File: src/rtl/telemetry_ascii_decoder.sv
// rtl/telemetry_ascii_decoder.sv - parses "<idx>=<digits><term>" ASCII lines into a bank of value registers
module telemetry_ascii_decoder #(
  parameter int NUM_SIGNALS = 7,
  parameter int VALUE_WIDTH = 9,
  parameter int BASE        = 10,
  localparam int IDX_W      = (NUM_SIGNALS > 1) ? $clog2(NUM_SIGNALS) : 1
) (
  input  logic                   clk,
  input  logic                   reset,
  input  logic [7:0]             char_in,
  input  logic                   char_valid,
  output logic                   char_ready,
  output logic [VALUE_WIDTH-1:0] values_out [NUM_SIGNALS],
  output logic                   update_valid,
  output logic [IDX_W-1:0]       update_idx,
  output logic                   error_pulse
);

  function automatic int calc_max_digits();
    longint p = 1;
    int     n = 0;
    for (int i = 0; i < 64; i++) begin
      if (p < (longint'(1) << VALUE_WIDTH)) begin
        p = p * BASE;
        n++;
      end
    end
    return n;
  endfunction

  localparam int MAX_DIGITS = calc_max_digits();
  localparam int ACC_W      = VALUE_WIDTH + 6;
  localparam int CNT_W      = $clog2(MAX_DIGITS + 1);
  localparam logic [ACC_W-1:0] MAX_VAL = ACC_W'((longint'(1) << VALUE_WIDTH) - 1);

  // Letters map to 10..35 regardless of BASE; 63 marks a non-digit.
  function automatic logic [5:0] char_val(input logic [7:0] c);
    if (c >= "0" && c <= "9") return 6'(c - "0");
    if (c >= "A" && c <= "Z") return 6'(c - "A" + 8'd10);
    if (c >= "a" && c <= "z") return 6'(c - "a" + 8'd10);
    return 6'd63;
  endfunction

  typedef enum logic [2:0] {S_IDLE, S_EQ, S_DIGITS, S_COMMIT, S_DRAIN} state_t;

  state_t           state;
  logic [ACC_W-1:0] acc;
  logic [CNT_W-1:0] cnt;
  logic [IDX_W-1:0] idx;

  logic [5:0]       dig;
  logic             is_term;
  logic             dig_ok;
  logic [ACC_W-1:0] new_acc;
  logic             bad;

  assign char_ready = (state != S_COMMIT);

  always_comb begin
    dig     = char_val(char_in);
    is_term = (char_in == 8'h0D) || (char_in == 8'h0A);
    dig_ok  = int'(dig) < BASE;
    new_acc = acc * ACC_W'(BASE) + ACC_W'(dig);
    bad     = 1'b0;
    case (state)
      S_IDLE:   bad = !is_term && !(int'(dig) < NUM_SIGNALS);
      S_EQ:     bad = (char_in != "=");
      S_DIGITS: begin
        if (is_term)     bad = (cnt == '0);
        else if (dig_ok) bad = (cnt == CNT_W'(MAX_DIGITS)) || (new_acc > MAX_VAL);
        else             bad = 1'b1;
      end
      default:  bad = 1'b0;
    endcase
  end

  always_ff @(posedge clk or posedge reset) begin
    if (reset) begin
      state        <= S_IDLE;
      acc          <= '0;
      cnt          <= '0;
      idx          <= '0;
      update_valid <= 1'b0;
      update_idx   <= '0;
      error_pulse  <= 1'b0;
      for (int i = 0; i < NUM_SIGNALS; i++) values_out[i] <= '0;
    end else begin
      update_valid <= 1'b0;
      error_pulse  <= 1'b0;
      if (state == S_COMMIT) begin
        values_out[idx] <= acc[VALUE_WIDTH-1:0];
        update_idx      <= idx;
        update_valid    <= 1'b1;
        state           <= S_IDLE;
      end else if (char_valid) begin
        if (bad) begin
          error_pulse <= 1'b1;
          state       <= is_term ? S_IDLE : S_DRAIN;
        end else begin
          case (state)
            S_IDLE: if (!is_term) begin
              idx   <= dig[IDX_W-1:0];
              state <= S_EQ;
            end
            S_EQ: begin
              acc   <= '0;
              cnt   <= '0;
              state <= S_DIGITS;
            end
            S_DIGITS: begin
              if (is_term) begin
                state <= S_COMMIT;
              end else begin
                acc <= new_acc;
                cnt <= cnt + CNT_W'(1);
              end
            end
            S_DRAIN: if (is_term) state <= S_IDLE;
            default: state <= S_IDLE;
          endcase
        end
      end
    end
  end

endmodule

File: config.mk
export PLATFORM = sky130hd
export DESIGN_NAME = telemetry_ascii_decoder
export DESIGN_NICKNAME = d
export VERILOG_FILES = /design/src/rtl/telemetry_ascii_decoder.sv
export SDC_FILE = /design/constraint.sdc
export NUM_CORES = 1
export LEC_CHECK = 0
export ABC_AREA = 1
export ABC_CLOCK_PERIOD_IN_PS = 10900
export BUFFER_PORTS_ARGS = -buffer_cell sky130_fd_sc_hd__buf_4
export CAP_MARGIN = 15
export CORE_ASPECT_RATIO = 0.8
export CORE_MARGIN = 10
export CORE_UTILIZATION = 50
export CTS_CLUSTER_DIAMETER = 40
export DETAILED_ROUTE_END_ITERATION = 10
export GPL_TIMING_DRIVEN = 0
export HOLD_SLACK_MARGIN = 0.1
export PLACE_DENSITY = 0.83
export SLEW_MARGIN = 20
export SYNTH_ARGS = -nofsm -noshare
export SYNTH_HDL_FRONTEND = slang
export SYNTH_SLANG_ARGS = --single-unit
export TNS_END_PERCENT = 10
File: constraint.sdc
create_clock -name clk -period 10.9 [get_ports clk]
set_clock_uncertainty 0.15 [all_clocks]
set_input_delay 0.545 -clock clk [delete_from_list [all_inputs] [get_ports clk]]
set_output_delay 0.545 -clock clk [all_outputs]
set_load 0.005 [all_outputs]
# After elaboration in Yosys (flattened, before gate mapping)
# Cells that the tools add are included.
# totals
out_inout_bits	69
ff_bits	91
# op_classes
n_mul	1
n_addsub	7
n_bitwise	4
n_mux	34
order_cmp	11
n_reduce_logical	16
eq_ne	13
# ops
operator	n
bitwise mux 63 bit	1
two-way mux 6 bit	6
one-hot mux 15 bit (2 select lines)	1
demux 9 bit (select 3 bit)	1
two-way mux 3 bit	7
== test 8 x 4 -> 1 bit (second input constant)	2
greater-or-equal comparator 8 x 7 -> 1 bit (second input constant)	2
less-or-equal comparator 8 x 7 -> 1 bit (second input constant)	2
adder 15 x 6 -> 15 bit	1
> comparator 15 x 9 -> 1 bit (second input constant)	1
multiplier 15 x 3 -> 14 bit (second input constant)	1
two-way mux 15 bit	1
adder 6 x 4 -> 6 bit (second input constant)	2
two-way mux 1 bit	12
inequality test 4 bit (second input constant)	3
one-hot mux 3 bit (4 select lines)	1
subtractor 6 bit (second input constant)	2
AND reduction 5 bit	2
two-way mux 9 bit	1
greater-or-equal comparator 8 x 6 -> 1 bit (second input constant)	1
less-or-equal comparator 8 x 6 -> 1 bit (second input constant)	1
inequality test 8 x 6 -> 1 bit (second input constant)	1
== test 3 x 2 -> 1 bit (second input constant)	2
< comparator 6 x 3 -> 1 bit (second input constant)	1
other kinds (22)	31

# Longest topological paths before layout
# logic_depth
ltp_word	18
mapped_depth	28

# Least setup slack after synthesis
# OpenSTA, ideal clock, no wires.
# synth_path
path_kind	input to register
startpoint	input port char_in[1]
endpoint	register acc[1]
setup_time_ns	0.118
t_required_ns	10.632
setup_slack_ns	7.289
t_arrival_ns	3.343
n_path_buf	1
path_stages	27
cell_sequence	inv_1 ha_1 inv_1 nor3_1 nand2_1 nand3_1 nand2_2 a21oi_1 a21oi_1 ha_1 fa_1 nand2_1 nand3b_2 nand2_2 nand2_1 nand2_1 nand2_1 nand2_1 nor2_1 nand2_1 nor2_1 nand2_2 nand2_2 nand4_4 buf_2 nand2_1 nand2_1
# synth_via
elab_chain_len	16
# synth_rtl
item	line	source
start: declaration	10	input logic [7:0] char_in,
branches (longest 7 deep; another with subtractor 6 x 1 -> 6 bit)	-	
two-way mux 6 bit (*)	39	if (c >= "A" && c <= "Z") return 6'(c - "A" + 8'd10);
named net dig[1]	51	logic [5:0] dig;
adder 15 x 6 -> 15 bit	63	new_acc = acc * ACC_W'(BASE) + ACC_W'(dig);
> comparator 15 x 9 -> 1 bit	70	else if (dig_ok) bad = (cnt == CNT_W'(MAX_DIGITS)) || (new_acc > MAX_VAL);
logical OR 1 bit	70	
two-way mux 1 bit	70	
two-way mux 1 bit	69	if (is_term) bad = (cnt == '0);
one-hot mux 1 bit (3 select lines)	65	case (state)
NOT 1 bit (no line)	-	
AND reduction 5 bit (no line)	-	
end signal: assignment	114	acc <= new_acc;
end: declaration	47	logic [ACC_W-1:0] acc;
# Mark *: on every way through the listed nets, which the timed path passes. The select of a mux whose other input is x is not followed.
# A chain may end at the register's enable or synchronous reset.

# Worst setup path in the final report
# layout_path
startpoint	input port char_in[5]
endpoint	register acc[7]
# layout_via
elab_chain_len	16
# layout_rtl
item	line	source
greater-or-equal comparator 8 x 7 -> 1 bit / less-or-equal comparator 8 x 7 -> 1 bit (equally long branches)	40	if (c >= "a" && c <= "z") return 6'(c - "a" + 8'd10);
logical AND 1 bit	40	
two-way mux 1 bit (2 in a row)	40	
two-way mux 1 bit	39	
two-way mux 6 bit	41	return 6'd63;
two-way mux 6 bit	40	
two-way mux 6 bit (*)	39	
named net dig[1]	51	
adder 15 x 6 -> 15 bit	63	
> comparator 15 x 9 -> 1 bit	70	
logical OR 1 bit	70	
two-way mux 1 bit	70	
two-way mux 1 bit	69	
one-hot mux 1 bit (3 select lines)	65	
NOT 1 bit (no line)	-	
AND reduction 5 bit (no line)	-	
# Mark *: on every way through the listed nets, which the timed path passes. The rest lies on a longest branch. The select of a mux whose other input is x is not followed.

==> impl_table.tex <==
\begin{tabular}{lr}
\hline
Metric & Value \\
\hline
\multicolumn{2}{l}{\textbf{Outcome}} \\
\quad Status & completed \\
\multicolumn{2}{l}{\textbf{Power}} \\
\quad Pwr Density & 151 nW/um2 \\
\quad Peak ir drop on the vdd network & 0.0885 mV \\
\quad Leakage power total & 0.00343 uW \\
\multicolumn{2}{l}{\textbf{CTS}} \\
\quad Number of buffers added to fix hold violations after cts & 1 \\
\quad Total CTS buffers & 9 \\
\quad TritonCTS clock tree & yes \\
\quad Post-CTS setup-driven buffer insertion count & 0 \\
\quad Number of clock sinks & 90 \\
\quad CTS H-Tree Depth & 3 \\
\quad Longest Clk Path Bufs & 2 \\
\quad Post-CTS Resized & 0 \\
\quad Worst skew pair latency & 0.34 ns \\
\quad CTS Root Buffer Type & sky130\_fd\_sc\_hd\_\_clkbuf\_16 \\
\quad Clock-pin slew on the worst setup and hold paths & roughly 0.070 ns \\
\multicolumn{2}{l}{\textbf{Synth}} \\
\quad Count of cell types in the netlist & 38 \\
\quad Post-synthesis cell type with the largest combined area & sky130\_fd\_sc\_hd\_\_dfrtp\_1 \\
\quad Synth warn & 0 \\
\quad Gate count of the mapped netlist & 669 \\
\quad Synthesized net count & 718 \\
\quad Sequential element share of the synthesized area & 42.6\% \\
\quad Mean cell area of the mapped netlist & 7.90 um2 \\
\quad \#FFs+latches synth & 90 \\
\quad Post-Syn Area & 5290 um2 \\
\quad Top cell type's share of synthesized area & 42.6\% \\
\quad Top cells by area, synth & sky130\_fd\_sc\_hd\_\_dfrtp\_1 (43\%), sky130\_fd\_sc\_hd\_\_nand2\_1 (13\%), sky130\_fd\_sc\_hd\_\_ha\_1 (8.5\%) \\
\multicolumn{2}{l}{\textbf{Die}} \\
\quad I/O pin cnt & 80 \\
\quad Initial Utilization & 51.4\% \\
\quad Die Footprint & 15,100 um2 \\
\quad Die width & 135 um \\
\quad Number of core rows & 33 \\
\quad Placeable core region & slightly above 10,000 um2 \\
\quad Chip height & 112 um \\
\multicolumn{2}{l}{\textbf{Setup path}} \\
\quad Worst Path Max Fanout & 10 \\
\quad Worst setup endpoint & acc[7] \\
\quad Crit path required time & approximately 11 ns \\
\quad Critical Setup Path Class & in2reg \\
\quad Cell count along the critical path & 25 \\
\quad Worst reg2reg startpoint & acc[1] \\
\quad Library cell appearing most often on the critical path & sky130\_fd\_sc\_hd\_\_nand2\_1 \\
\quad Register-to-register setup slack & 6.95 ns \\
\quad Number of cells on the worst reg-to-reg path & 20 \\
\quad Setup crit end kind & flop \\
\quad Worst Path Buf+Inv & 3 \\
\quad Startpoint type of the worst setup path & input pin \\
\quad Cell family with the largest share of critical-path delay & simple AND/OR/NAND/NOR gates \\
\quad CP Launch Point & char\_in[5] \\
\quad Slowest library cell on the worst path & sky130\_fd\_sc\_hd\_\_a21oi\_1 \\
\quad Crit path arrival time & 4.24 ns \\
\quad FF-to-FF End & acc[7] \\
\quad Largest stage delay on the critical path & 0.35 ns \\
\multicolumn{2}{l}{\textbf{Finish}} \\
\quad Most frequent cells in the layout & sky130\_fd\_sc\_hd\_\_nand2\_1 (186), sky130\_fd\_sc\_hd\_\_dfrtp\_1 (90), sky130\_fd\_sc\_hd\_\_inv\_1 (81) \\
\quad Signed area change from the synthesized netlist to the final layout & 20.7\% \\
\quad Nets & 808 \\
\quad Ant. Diodes & 0 \\
\quad Fin cells & 904 \\
\quad Number of fillers in the final layout & about 830 \\
\quad Commonest non-fill, non-tap cell in the layout & sky130\_fd\_sc\_hd\_\_nand2\_1 \\
\quad Layout cell share with drive strength beyond 1 & 17.3\% \\
\multicolumn{2}{l}{\textbf{STA}} \\
\quad Setup violations, final & 0 \\
\quad Summed negative setup slack over all endpoints & 0 ns \\
\quad Final critical path time including I/O delays and setup & 4.12 ns \\
\quad Worst setup margin & slightly below 7 ns \\
\quad Share of the clock period used by the worst path & 37.8\% \\
\quad Worst slew slack as a fraction of its limit & 36.4\% \\
\quad Unrepaired setup endpoints after global routing & false \\
\quad Highest achievable clock rate & 243 MHz \\
\quad Pin slew with the least headroom to its limit & 0.947 ns \\
\quad Max-slew violation count & 0 \\
\quad Final hold vios & 0 \\
\multicolumn{2}{l}{\textbf{Run}} \\
\quad Max-cap violation count & 0 \\
\multicolumn{2}{l}{\textbf{Routing}} \\
\quad DRC violation total after the first TritonRoute iteration & 539 \\
\quad Total wirelength of the detailed-routed design & 14,100 um \\
\quad Number of nets still failing antenna checks after routing & 0 \\
\quad DRT Pass-1 Iters & 7 \\
\quad Post-detailed-route DRC marker count & 0 \\
\quad Total number of vias & 4,890 \\
\quad Routed wirelength normalized by instance count & 15.6 um \\
\quad Detail-routed via count per cell & 5.41 \\
\multicolumn{2}{l}{\textbf{GRT}} \\
\quad Total GRT Usage & 18.2\% \\
\quad Remaining global-route overflow & 0 \\
\quad Maximum number of pins on one net before global-route repair & 61 \\
\quad Global-route wire length before repair & 22,900 um \\
\quad Vias in the first global route & 4,601 \\
\quad Number of antenna violations at the first check in global routing & 0 \\
\multicolumn{2}{l}{\textbf{Placed design}} \\
\quad Setup WS pre-CTS & 6.53 ns \\
\quad Post-detail-place hpwl & around 11,000 um \\
\quad Global placement routability congestion & 0.866 \\
\quad Number of placed instances, taps included & 887 \\
\quad Count of input and output buffers & between 70 and 80 \\
\multicolumn{2}{l}{\textbf{Min path}} \\
\quad Class of the worst hold path & reg2reg \\
\quad Launch point of the worst hold path & update\_idx[2] \\
\hline
\end{tabular}
[kinds of logic after synthesis]
logic type               Yosys count  synth area share [%]
AND/OR/NAND/NOR                  320                  28.0
AO/OA/AOI/OAI                    106                  10.7
flip-flops                        90                  42.6
buffers and inverters            104                  7.64
adder cells (fa/ha/maj)           38                  9.28
XOR/XNOR                          11                  1.82
[cell usage after synthesis (all sizes together)]
cell / count
o221ai: 1
a21oi: 20
or2: 3
nand3b: 5
clkbuf: 9
nand3: 38
nor4: 2
o21a: 2
a31oi: 3
xnor2: 3
nor2: 41
a211oi: 1
ha: 36
o21ai: 76
inv: 88
o21bai: 3
xor2: 8
nor3: 6
buf: 7
dfrtp: 90
fa: 2
nand4: 28
nand2: 197
[cell type report]
| type | count | area [um2] | area share [%] |
|---|---|---|---|
| multi-input cells | 475 | 2630 | 41.2 |
| flip-flops and latches | 90 | 2250 | 35.3 |
| repair buffers | 79 | 616 | 9.64 |
| inverters | 88 | 333 | 5.21 |
| clock buffers | 10 | 229 | 3.59 |
| well taps | 140 | 175 | 2.74 |
| clock inverters | 6 | 73.8 | 1.16 |
| plain buffers | 16 | 73.8 | 1.16 |
[through the flow]
step | hold WS [ns] | cell area, um2 | utilization [%] | total power [uW]
global route | 0.356 | 6380 | 62.1 | 1010
finish | 0.336 | 6380 | 62.1 | 962
floorplan | 0.290 | 5290 | - | 575
global placement | 0.306 | 6040 | 58.8 | 633
detailed placement | 0.325 | 6070 | 59.0 | 649
CTS | 0.341 | 6380 | 62.1 | 959
[registers in the layout, indices dropped and copies added (netlist names)]
signal        flops
values_out       63
state             3
update_idx        3
update_valid      1
cnt               2
idx               3
error_pulse       1
acc              14
[power by group]
| part | internal [uW] | switching [uW] | leakage [uW] |
|---|---|---|---|
| sequential | 355 | 19.6 | 0.00125 |
| clock | 180 | 131 | 0.000141 |
| combinational | 87.4 | 188 | 0.00204 |
| total | 623 | 339 | 0.00343 |
[worst min path at each step]
stage,to,depth (start not counted)
CTS,values_out[58],2
detailed placement,values_out[51],2
floorplan,acc[12],2
finish,update_idx[2],2
global route,values_out[61],2
global placement,acc[12],2
[metal layers]
layer	vias to the layer above	share of wire [%]	global-route usage, %
li1	2370	-	-
met1	2345	43	23.2
met2	154	49	30.3
met3	21	6.9	4.76
met4	0	1.0	4.08
met5	-	0	0
[worst reg2reg max path, delay by kind of cell (launching register included)]
family	cells	cell delay, ns
buf+inv	3	0.32
flops	1	0.45
xor+xnor	1	0.29
simple gates	12	1.53
fa+ha+maj	3	0.86
compound gates	1	0.28
No activity file was read; power rests on OpenSTA's default activity.
